<file path="config.mk">
export PLATFORM = sky130hd
export DESIGN_NAME = relogio_ajustavel_flat
export DESIGN_NICKNAME = d
export VERILOG_FILES = /design/src/rtl/relogio_ajustavel_pkg.sv /design/src/rtl/relogio_ajustavel_if.sv /design/src/rtl/relogio_ajustavel_bcd_mod_counter.sv /design/src/rtl/relogio_ajustavel.sv /design/src/flat_wrapper.sv
export SDC_FILE = /design/constraint.sdc
export NUM_CORES = 1
export LEC_CHECK = 0
export CORE_MARGIN = 4
export CORE_UTILIZATION = 48
export DETAILED_ROUTE_END_ITERATION = 8
export PLACE_DENSITY = 0.73
export SLEW_MARGIN = 30
export SYNTH_ARGS = -nofsm -noshare
export SYNTH_HDL_FRONTEND = slang
export SYNTH_SLANG_ARGS = --single-unit
</file>
<file path="constraint.sdc">
create_clock -name main_clock -period 8.25 [get_ports main_clock]
set_input_delay 1.65 -clock main_clock [delete_from_list [all_inputs] [get_ports main_clock]]
set_output_delay 1.65 -clock main_clock [all_outputs]
set_load 0.01 [all_outputs]
</file>
<file path="src/rtl/relogio_ajustavel_pkg.sv">
// Shared types, moduli and hour-format helpers for the adjustable BCD clock.
package relogio_ajustavel_pkg;

  typedef enum logic [1:0] {
    RUN       = 2'd0,
    SET_TIME  = 2'd1,
    SET_ALARM = 2'd2
  } mode_t;

  typedef logic [3:0] bcd4_t;
  typedef logic [2:0] bcd3_t;
  typedef logic [1:0] bcd2_t;

  localparam int SEC_MOD  = 60;
  localparam int MIN_MOD  = 60;
  localparam int HOUR_MOD = 24;

  typedef struct packed {
    bcd2_t msd;
    bcd4_t lsd;
  } hour_bcd_t;

  function automatic logic is_pm(input bcd2_t msd, input bcd4_t lsd);
    return (msd == 2'd2) || ((msd == 2'd1) && (lsd >= 4'd2));
  endfunction

  // 00 -> 12, 13..23 -> 01..11, everything else unchanged
  function automatic hour_bcd_t to_12h(input bcd2_t msd, input bcd4_t lsd);
    logic [4:0] h;
    hour_bcd_t  r;
    h = 5'(msd) * 5'd10 + 5'(lsd);
    if (h == 5'd0) begin
      h = 5'd12;
    end else if (h > 5'd12) begin
      h = h - 5'd12;
    end else begin
      h = h;
    end
    if (h >= 5'd10) begin
      r.msd = 2'd1;
      r.lsd = 4'(h - 5'd10);
    end else begin
      r.msd = 2'd0;
      r.lsd = 4'(h);
    end
    return r;
  endfunction

endpackage

</file>
<file path="src/rtl/relogio_ajustavel_if.sv">
// Control inputs and display outputs of the clock, bundled with driver/DUT views.
interface relogio_ajustavel_if;
  import relogio_ajustavel_pkg::*;

  logic  btn_mode;
  logic  inc_min;
  logic  inc_hour;
  logic  mode_12h;
  logic  alarm_en;
  bcd4_t s_lsd;
  bcd3_t s_msd;
  bcd4_t m_lsd;
  bcd3_t m_msd;
  bcd4_t h_lsd;
  bcd2_t h_msd;
  logic  pm;
  mode_t mode;
  logic  alarm_out;

  modport master (
    output btn_mode, inc_min, inc_hour, mode_12h, alarm_en,
    input  s_lsd, s_msd, m_lsd, m_msd, h_lsd, h_msd, pm, mode, alarm_out
  );

  modport slave (
    input  btn_mode, inc_min, inc_hour, mode_12h, alarm_en,
    output s_lsd, s_msd, m_lsd, m_msd, h_lsd, h_msd, pm, mode, alarm_out
  );

endinterface

</file>
<file path="src/rtl/relogio_ajustavel_bcd_mod_counter.sv">
// Two-digit BCD modulo-MOD counter; exposes its next value so the parent can
// detect wraps and register the display in the same edge.
module bcd_mod_counter
  import relogio_ajustavel_pkg::*;
#(
  parameter int MOD   = 60,
  parameter int MSD_W = 3
) (
  input  logic             clk,
  input  logic             rst,
  input  logic             clr_i,
  input  logic             inc_i,
  output bcd4_t            nxt_lsd_o,
  output logic [MSD_W-1:0] nxt_msd_o
);
  localparam bcd4_t            TOP_LSD = 4'((MOD - 1) % 10);
  localparam logic [MSD_W-1:0] TOP_MSD = MSD_W'((MOD - 1) / 10);

  bcd4_t            lsd_q, lsd_d;
  logic [MSD_W-1:0] msd_q, msd_d;

  always_comb begin
    lsd_d = lsd_q;
    msd_d = msd_q;
    if (clr_i) begin
      lsd_d = 4'd0;
      msd_d = {MSD_W{1'b0}};
    end else if (inc_i) begin
      if ((lsd_q == TOP_LSD) && (msd_q == TOP_MSD)) begin
        lsd_d = 4'd0;
        msd_d = {MSD_W{1'b0}};
      end else if (lsd_q == 4'd9) begin
        lsd_d = 4'd0;
        msd_d = msd_q + MSD_W'(1);
      end else begin
        lsd_d = lsd_q + 4'd1;
      end
    end else begin
      lsd_d = lsd_q;
      msd_d = msd_q;
    end
  end

  always_ff @(posedge clk) begin
    if (rst) begin
      lsd_q <= 4'd0;
      msd_q <= {MSD_W{1'b0}};
    end else begin
      lsd_q <= lsd_d;
      msd_q <= msd_d;
    end
  end

  assign nxt_lsd_o = lsd_d;
  assign nxt_msd_o = msd_d;

endmodule

</file>
<file path="src/rtl/relogio_ajustavel.sv">
// Adjustable HH:MM:SS BCD clock: 1 Hz prescaler, RUN/SET_TIME/SET_ALARM modes,
// alarm timer and registered 24/12 h display.
module relogio_ajustavel
  import relogio_ajustavel_pkg::*;
#(
  parameter int CLK_HZ    = 50_000_000,
  parameter int ALARM_SEC = 60
) (
  input logic                main_clock,
  input logic                main_reset,
  relogio_ajustavel_if.slave io
);
  localparam int              PW         = $clog2(CLK_HZ);
  localparam logic [PW-1:0]   PRE_MAX    = PW'(CLK_HZ - 1);
  localparam logic [7:0]      ALARM_LOAD = 8'(ALARM_SEC);

  mode_t         state_q, state_d;
  logic [PW-1:0] pre_q, pre_d;
  logic [7:0]    al_cnt_q, al_cnt_d;
  logic          alarm_q, alarm_d;
  bcd4_t         s_lsd_q, s_lsd_d, m_lsd_q, m_lsd_d, h_lsd_q, h_lsd_d;
  bcd3_t         s_msd_q, s_msd_d, m_msd_q, m_msd_d;
  bcd2_t         h_msd_q, h_msd_d;
  logic          pm_q, pm_d;

  logic      run, tick, fire, edit_time, edit_alarm;
  logic      sec_clr, sec_wrap, min_inc, min_wrap, hour_inc;
  bcd4_t     sec_lsd, min_lsd, hour_lsd, al_min_lsd, al_hour_lsd;
  bcd3_t     sec_msd, min_msd, al_min_msd;
  bcd2_t     hour_msd, al_hour_msd;
  hour_bcd_t h24, h_disp;

  assign run        = (state_q == RUN);
  assign tick       = run && !io.btn_mode && (pre_q == PRE_MAX);
  assign edit_time  = (state_q == SET_TIME) && !io.btn_mode;
  assign edit_alarm = (state_q == SET_ALARM) && !io.btn_mode;

  // Seconds are zeroed on the way into SET_TIME and kept there while setting
  assign sec_clr  = (run && io.btn_mode) || (state_q == SET_TIME);
  assign sec_wrap = tick && (sec_lsd == 4'd0) && (sec_msd == 3'd0);
  assign min_inc  = sec_wrap || (edit_time && io.inc_min);
  assign min_wrap = sec_wrap && (min_lsd == 4'd0) && (min_msd == 3'd0);
  assign hour_inc = min_wrap || (edit_time && io.inc_hour);

  assign fire = tick && io.alarm_en && sec_wrap &&
                ({hour_msd, hour_lsd, min_msd, min_lsd} ==
                 {al_hour_msd, al_hour_lsd, al_min_msd, al_min_lsd});

  bcd_mod_counter #(.MOD(SEC_MOD), .MSD_W(3)) u_sec (
    .clk(main_clock), .rst(main_reset), .clr_i(sec_clr), .inc_i(tick),
    .nxt_lsd_o(sec_lsd), .nxt_msd_o(sec_msd)
  );
  bcd_mod_counter #(.MOD(MIN_MOD), .MSD_W(3)) u_min (
    .clk(main_clock), .rst(main_reset), .clr_i(1'b0), .inc_i(min_inc),
    .nxt_lsd_o(min_lsd), .nxt_msd_o(min_msd)
  );
  bcd_mod_counter #(.MOD(HOUR_MOD), .MSD_W(2)) u_hour (
    .clk(main_clock), .rst(main_reset), .clr_i(1'b0), .inc_i(hour_inc),
    .nxt_lsd_o(hour_lsd), .nxt_msd_o(hour_msd)
  );
  bcd_mod_counter #(.MOD(MIN_MOD), .MSD_W(3)) u_al_min (
    .clk(main_clock), .rst(main_reset), .clr_i(1'b0), .inc_i(edit_alarm && io.inc_min),
    .nxt_lsd_o(al_min_lsd), .nxt_msd_o(al_min_msd)
  );
  bcd_mod_counter #(.MOD(HOUR_MOD), .MSD_W(2)) u_al_hour (
    .clk(main_clock), .rst(main_reset), .clr_i(1'b0), .inc_i(edit_alarm && io.inc_hour),
    .nxt_lsd_o(al_hour_lsd), .nxt_msd_o(al_hour_msd)
  );

  always_comb begin
    state_d = state_q;
    if (io.btn_mode) begin
      case (state_q)
        RUN:      state_d = SET_TIME;
        SET_TIME: state_d = SET_ALARM;
        default:  state_d = RUN;
      endcase
    end else begin
      state_d = state_q;
    end

    if (run && !io.btn_mode) begin
      pre_d = (pre_q == PRE_MAX) ? {PW{1'b0}} : pre_q + PW'(1);
    end else begin
      pre_d = {PW{1'b0}};
    end

    // A fresh fire reloads the timer even while the alarm is already sounding
    al_cnt_d = al_cnt_q;
    alarm_d  = alarm_q;
    if (io.btn_mode || !io.alarm_en) begin
      al_cnt_d = 8'd0;
      alarm_d  = 1'b0;
    end else if (fire) begin
      al_cnt_d = ALARM_LOAD;
      alarm_d  = 1'b1;
    end else if (tick && alarm_q) begin
      al_cnt_d = (al_cnt_q <= 8'd1) ? 8'd0 : al_cnt_q - 8'd1;
      alarm_d  = (al_cnt_q > 8'd1);
    end else begin
      al_cnt_d = al_cnt_q;
      alarm_d  = alarm_q;
    end

    // Display is registered from next-state values, so it tracks the edge
    if (state_d == SET_ALARM) begin
      h24     = {al_hour_msd, al_hour_lsd};
      m_lsd_d = al_min_lsd;
      m_msd_d = al_min_msd;
      s_lsd_d = 4'd0;
      s_msd_d = 3'd0;
    end else begin
      h24     = {hour_msd, hour_lsd};
      m_lsd_d = min_lsd;
      m_msd_d = min_msd;
      s_lsd_d = sec_lsd;
      s_msd_d = sec_msd;
    end
    pm_d = is_pm(h24.msd, h24.lsd);
    if (io.mode_12h) begin
      h_disp = to_12h(h24.msd, h24.lsd);
    end else begin
      h_disp = h24;
    end
    h_lsd_d = h_disp.lsd;
    h_msd_d = h_disp.msd;
  end

  always_ff @(posedge main_clock) begin
    if (main_reset) begin
      state_q  <= RUN;
      pre_q    <= {PW{1'b0}};
      al_cnt_q <= 8'd0;
      alarm_q  <= 1'b0;
      s_lsd_q  <= 4'd0;
      s_msd_q  <= 3'd0;
      m_lsd_q  <= 4'd0;
      m_msd_q  <= 3'd0;
      h_lsd_q  <= 4'd0;
      h_msd_q  <= 2'd0;
      pm_q     <= 1'b0;
    end else begin
      state_q  <= state_d;
      pre_q    <= pre_d;
      al_cnt_q <= al_cnt_d;
      alarm_q  <= alarm_d;
      s_lsd_q  <= s_lsd_d;
      s_msd_q  <= s_msd_d;
      m_lsd_q  <= m_lsd_d;
      m_msd_q  <= m_msd_d;
      h_lsd_q  <= h_lsd_d;
      h_msd_q  <= h_msd_d;
      pm_q     <= pm_d;
    end
  end

  assign io.mode      = state_q;
  assign io.alarm_out = alarm_q;
  assign io.s_lsd     = s_lsd_q;
  assign io.s_msd     = s_msd_q;
  assign io.m_lsd     = m_lsd_q;
  assign io.m_msd     = m_msd_q;
  assign io.h_lsd     = h_lsd_q;
  assign io.h_msd     = h_msd_q;
  assign io.pm        = pm_q;

endmodule

</file>
<file path="src/flat_wrapper.sv">
// flat-port wrapper written by rule: the top's interface ports become plain ports
module relogio_ajustavel_flat import relogio_ajustavel_pkg::*;
#(
  parameter int CLK_HZ    = 50_000_000,
  parameter int ALARM_SEC = 60
)
  (main_clock, main_reset, io_btn_mode, io_inc_min, io_inc_hour, io_mode_12h, io_alarm_en, io_s_lsd, io_s_msd, io_m_lsd, io_m_msd, io_h_lsd, io_h_msd, io_pm, io_mode, io_alarm_out);
  relogio_ajustavel_if io_i ();
  input logic main_clock;
  input logic main_reset;
  input wire logic [$bits(io_i.btn_mode)-1:0] io_btn_mode;
  input wire logic [$bits(io_i.inc_min)-1:0] io_inc_min;
  input wire logic [$bits(io_i.inc_hour)-1:0] io_inc_hour;
  input wire logic [$bits(io_i.mode_12h)-1:0] io_mode_12h;
  input wire logic [$bits(io_i.alarm_en)-1:0] io_alarm_en;
  output wire logic [$bits(io_i.s_lsd)-1:0] io_s_lsd;
  output wire logic [$bits(io_i.s_msd)-1:0] io_s_msd;
  output wire logic [$bits(io_i.m_lsd)-1:0] io_m_lsd;
  output wire logic [$bits(io_i.m_msd)-1:0] io_m_msd;
  output wire logic [$bits(io_i.h_lsd)-1:0] io_h_lsd;
  output wire logic [$bits(io_i.h_msd)-1:0] io_h_msd;
  output wire logic [$bits(io_i.pm)-1:0] io_pm;
  output wire logic [$bits(io_i.mode)-1:0] io_mode;
  output wire logic [$bits(io_i.alarm_out)-1:0] io_alarm_out;
  assign io_i.btn_mode = io_btn_mode;
  assign io_i.inc_min = io_inc_min;
  assign io_i.inc_hour = io_inc_hour;
  assign io_i.mode_12h = io_mode_12h;
  assign io_i.alarm_en = io_alarm_en;
  assign io_s_lsd = io_i.s_lsd;
  assign io_s_msd = io_i.s_msd;
  assign io_m_lsd = io_i.m_lsd;
  assign io_m_msd = io_i.m_msd;
  assign io_h_lsd = io_i.h_lsd;
  assign io_h_msd = io_i.h_msd;
  assign io_pm = io_i.pm;
  assign io_mode = io_i.mode;
  assign io_alarm_out = io_i.alarm_out;
  relogio_ajustavel #(.CLK_HZ(CLK_HZ), .ALARM_SEC(ALARM_SEC)) u_core (.main_clock(main_clock), .main_reset(main_reset), .io(io_i));
endmodule
</file>
==> out/results.txt <==
Outcome: finished clean
Worst Path Required: 8.53 ns
Worst Max-Slew Pin Slew: 0.704 ns
CTS Sinks: 91
Max Cap Viol: 0
Num rows: 37
Initial Utilization: 0.492
Most frequent cells in the layout: dfxtp_1 (91), nor2_1 (85), nand2_1 (51)
Post-synth EDFFs: 0
Number of H-tree levels: 3
Die width: 111 um
Critical path arrival: 7.38 ns
Post-CTS Resized: 0
Synth Flop Type: dfxtp_1
Final GP Congestion: 0.885
Clock Skew: 0.0104 ns
Largest net degree at the start of global routing: 55
Period utilisation layout: 0.862
Vias: 4385
Max clock buf depth: 2
WL per Instance: 13.5 um
Core area: 10300 um2
Global-route wire length before repair: 18500 um
Pre-Repair DR Iteration Count: 5
Fin. max-slew vios: 0
Share of cells above drive strength 1: 0.0613
Initial antenna violation count: 0
Buffers on Ports: 30
Startpoint types: primary input
Design area: 5680 um2
Antenna diodes: 0
Register area share after synthesis: 0.360
CTS buffer count: 9
Avg Cell Area, Syn: 8.12 um2
Crit Path Max Fanout: 9
Min Clock Period, post-route: 7.11 ns
DP Area: 5470 um2
Min-Delay Path Class: reg2reg
GRT Util Overall: 0.178
Setup bufs post-CTS: 0
Gr ovfl total: 0
Yosys reg bits: 91
Commonest non-fill, non-tap cell in the layout: dfxtp_1
VDD IR max: 104 uV
Die area: 12300 um2
Worst-path clk slew: 0.09 ns
Fmax achieved: 0.141 GHz
Detailed Place HPWL: 7870 um
Ys async rst share: 0
DR iter-0 viols: 295
Library cells used by synthesis: 74
Syn_nets: 656
Area of the mapped netlist: 5060 um2
Setup TNS: 0 ns
Final net count: 680
Die Height: 111 um
Setup crit end kind: flop
Number of global-route vias before repair: 4054
Yosys warns: 0
P per Cell Area: 161 nW/um2
RSZ-0062 raised after global routing: no
Via/cell ratio: 5.56
CTS Hold Bufs: 0
Final hold violation count: 0
Total power: 914 uW
Max-slew headroom: 0.527
IO Count: 31
Syn-to-layout area delta: 12.3%
DRC violations left: 0
Leak Pwr: 0.00201 uW
CTS tree: built
WS Path Type: in2reg
Clk_lat worst skew: 0.37 ns
Final setup vio count: 0
Final ANT Viol Nets: 0
Final wirelength: 10700 um
Gate count of the mapped netlist: 623
Root Buffer: clkbuf_8
[flip-flops by register name, summed over array words and instances, names as in the netlist, 4 cells and up]
name                    count
u_core.io.m_lsd             4
u_core.io.h_lsd             4
u_core.u_hour.lsd_q         4
u_core.u_al_min.lsd_q       4
u_core.pre_q               26
u_core.u_min.lsd_q          4
u_core.u_sec.lsd_q          4
u_core.al_cnt_q             8
u_core.io.s_lsd             4
u_core.u_al_hour.lsd_q      4
[area by class of cell]
cell class,count,area (um2)
sequential,91,1820
clock inverter,5,77.6
clock buffer,11,131
tap,136,170
fill,955,4590
inverter,30,113
multi-input combinational,482,3050
timing repair buffer,33,320
[kinds of logic after synthesis]
kind of cell | after synthesis | synth area share
buf+inv | 50 | 0.0388
compound gates | 124 | 0.163
flops | 91 | 0.360
fa+ha+maj | 26 | 0.0658
simple gates | 284 | 0.287
mux | 12 | 0.0240
xor+xnor | 36 | 0.0623
[where the power goes]
| group | switching, uW | internal [uW] | total [uW] | leakage (uW) |
|---|---|---|---|---|
| Sequential | 6.95 | 448 | 455 | 0.000736 |
| Combinational | 77.7 | 56.5 | 134 | 0.00117 |
| Clock | 154 | 170 | 324 | 0.000103 |
| Total | 239 | 675 | 914 | 0.00201 |
[critical path, cell delays in order]
cell	delay (ns)
clkdlybuf4s50_1	0.55
or3_4	0.47
or4_4	0.51
nor2_2	0.12
nand4b_2	0.22
and2_1	0.25
a211oi_1	0.42
a21oi_1	0.19
ha_1	0.35
inv_1	0.08
nor2_1	0.15
nor4_1	0.07
a31oi_1	0.24
nand3_1	0.17
nor2_1	0.22
o21ai_0	0.17
ha_1	0.25
nand2_1	0.08
and4b_1	0.22
a2111oi_4	0.35
nand3_2	0.14
a2111o_1	0.43
o311ai_1	0.07
[stage by stage]
| stage | hold WS (ns) | cells | worst slack, ns | util |
|---|---|---|---|---|
| floorplan | 0.426 | 623 | 1.79 | - |
| global placement | 0.441 | 772 | 0.951 | 0.532 |
| detailed placement | 0.459 | 772 | 0.788 | 0.532 |
| CTS | 0.478 | 788 | 1.16 | 0.553 |
| global route | 0.524 | 788 | 0.642 | 0.553 |
| finish | 0.470 | 788 | 1.14 | 0.553 |
[layer usage]
layer  vias to the layer above  wire [um]  global-route usage
li1                       2255          -                   -
met1                      2021       4910               0.218
met2                        86       5100               0.306
met3                        23        454              0.0377
met4                         0        217              0.0665
met5                         -          0                   0
[worst paths after layout]
kind	from	endpoint	slack, ns	cells past startpoint
worst max-delay path	io_btn_mode	u_core.io.h_lsd[1]	1.14	23
worst min register to register	u_core.pre_q[0]	u_core.pre_q[0]	0.47	1
worst max register to register	u_core.pre_q[0]	u_core.io.h_lsd[1]	2.33	26
worst min-delay path	u_core.pre_q[0]	u_core.pre_q[0]	0.47	1
[synth_stat cells (all sizes together), types with 5 or more instances]
cell type	count	area, um2
a211oi	13	103
a21oi	40	200
a31o	5	43.8
a31oi	7	43.8
and2	11	71.3
and3	6	37.5
clkbuf	16	60.1
dfxtp	91	1820
ha	25	313
inv	30	113
mux2i	11	110
nand2	51	191
nand2b	5	31.3
nand3	27	140
nand4	9	62.6
nor2	86	325
nor2b	9	56.3
nor3	28	140
nor3b	7	52.6
nor4	7	43.8
o21ai	26	130
or3	15	98.8
xnor2	14	123
xor2	22	193
(Power assumes the default switching activity.)
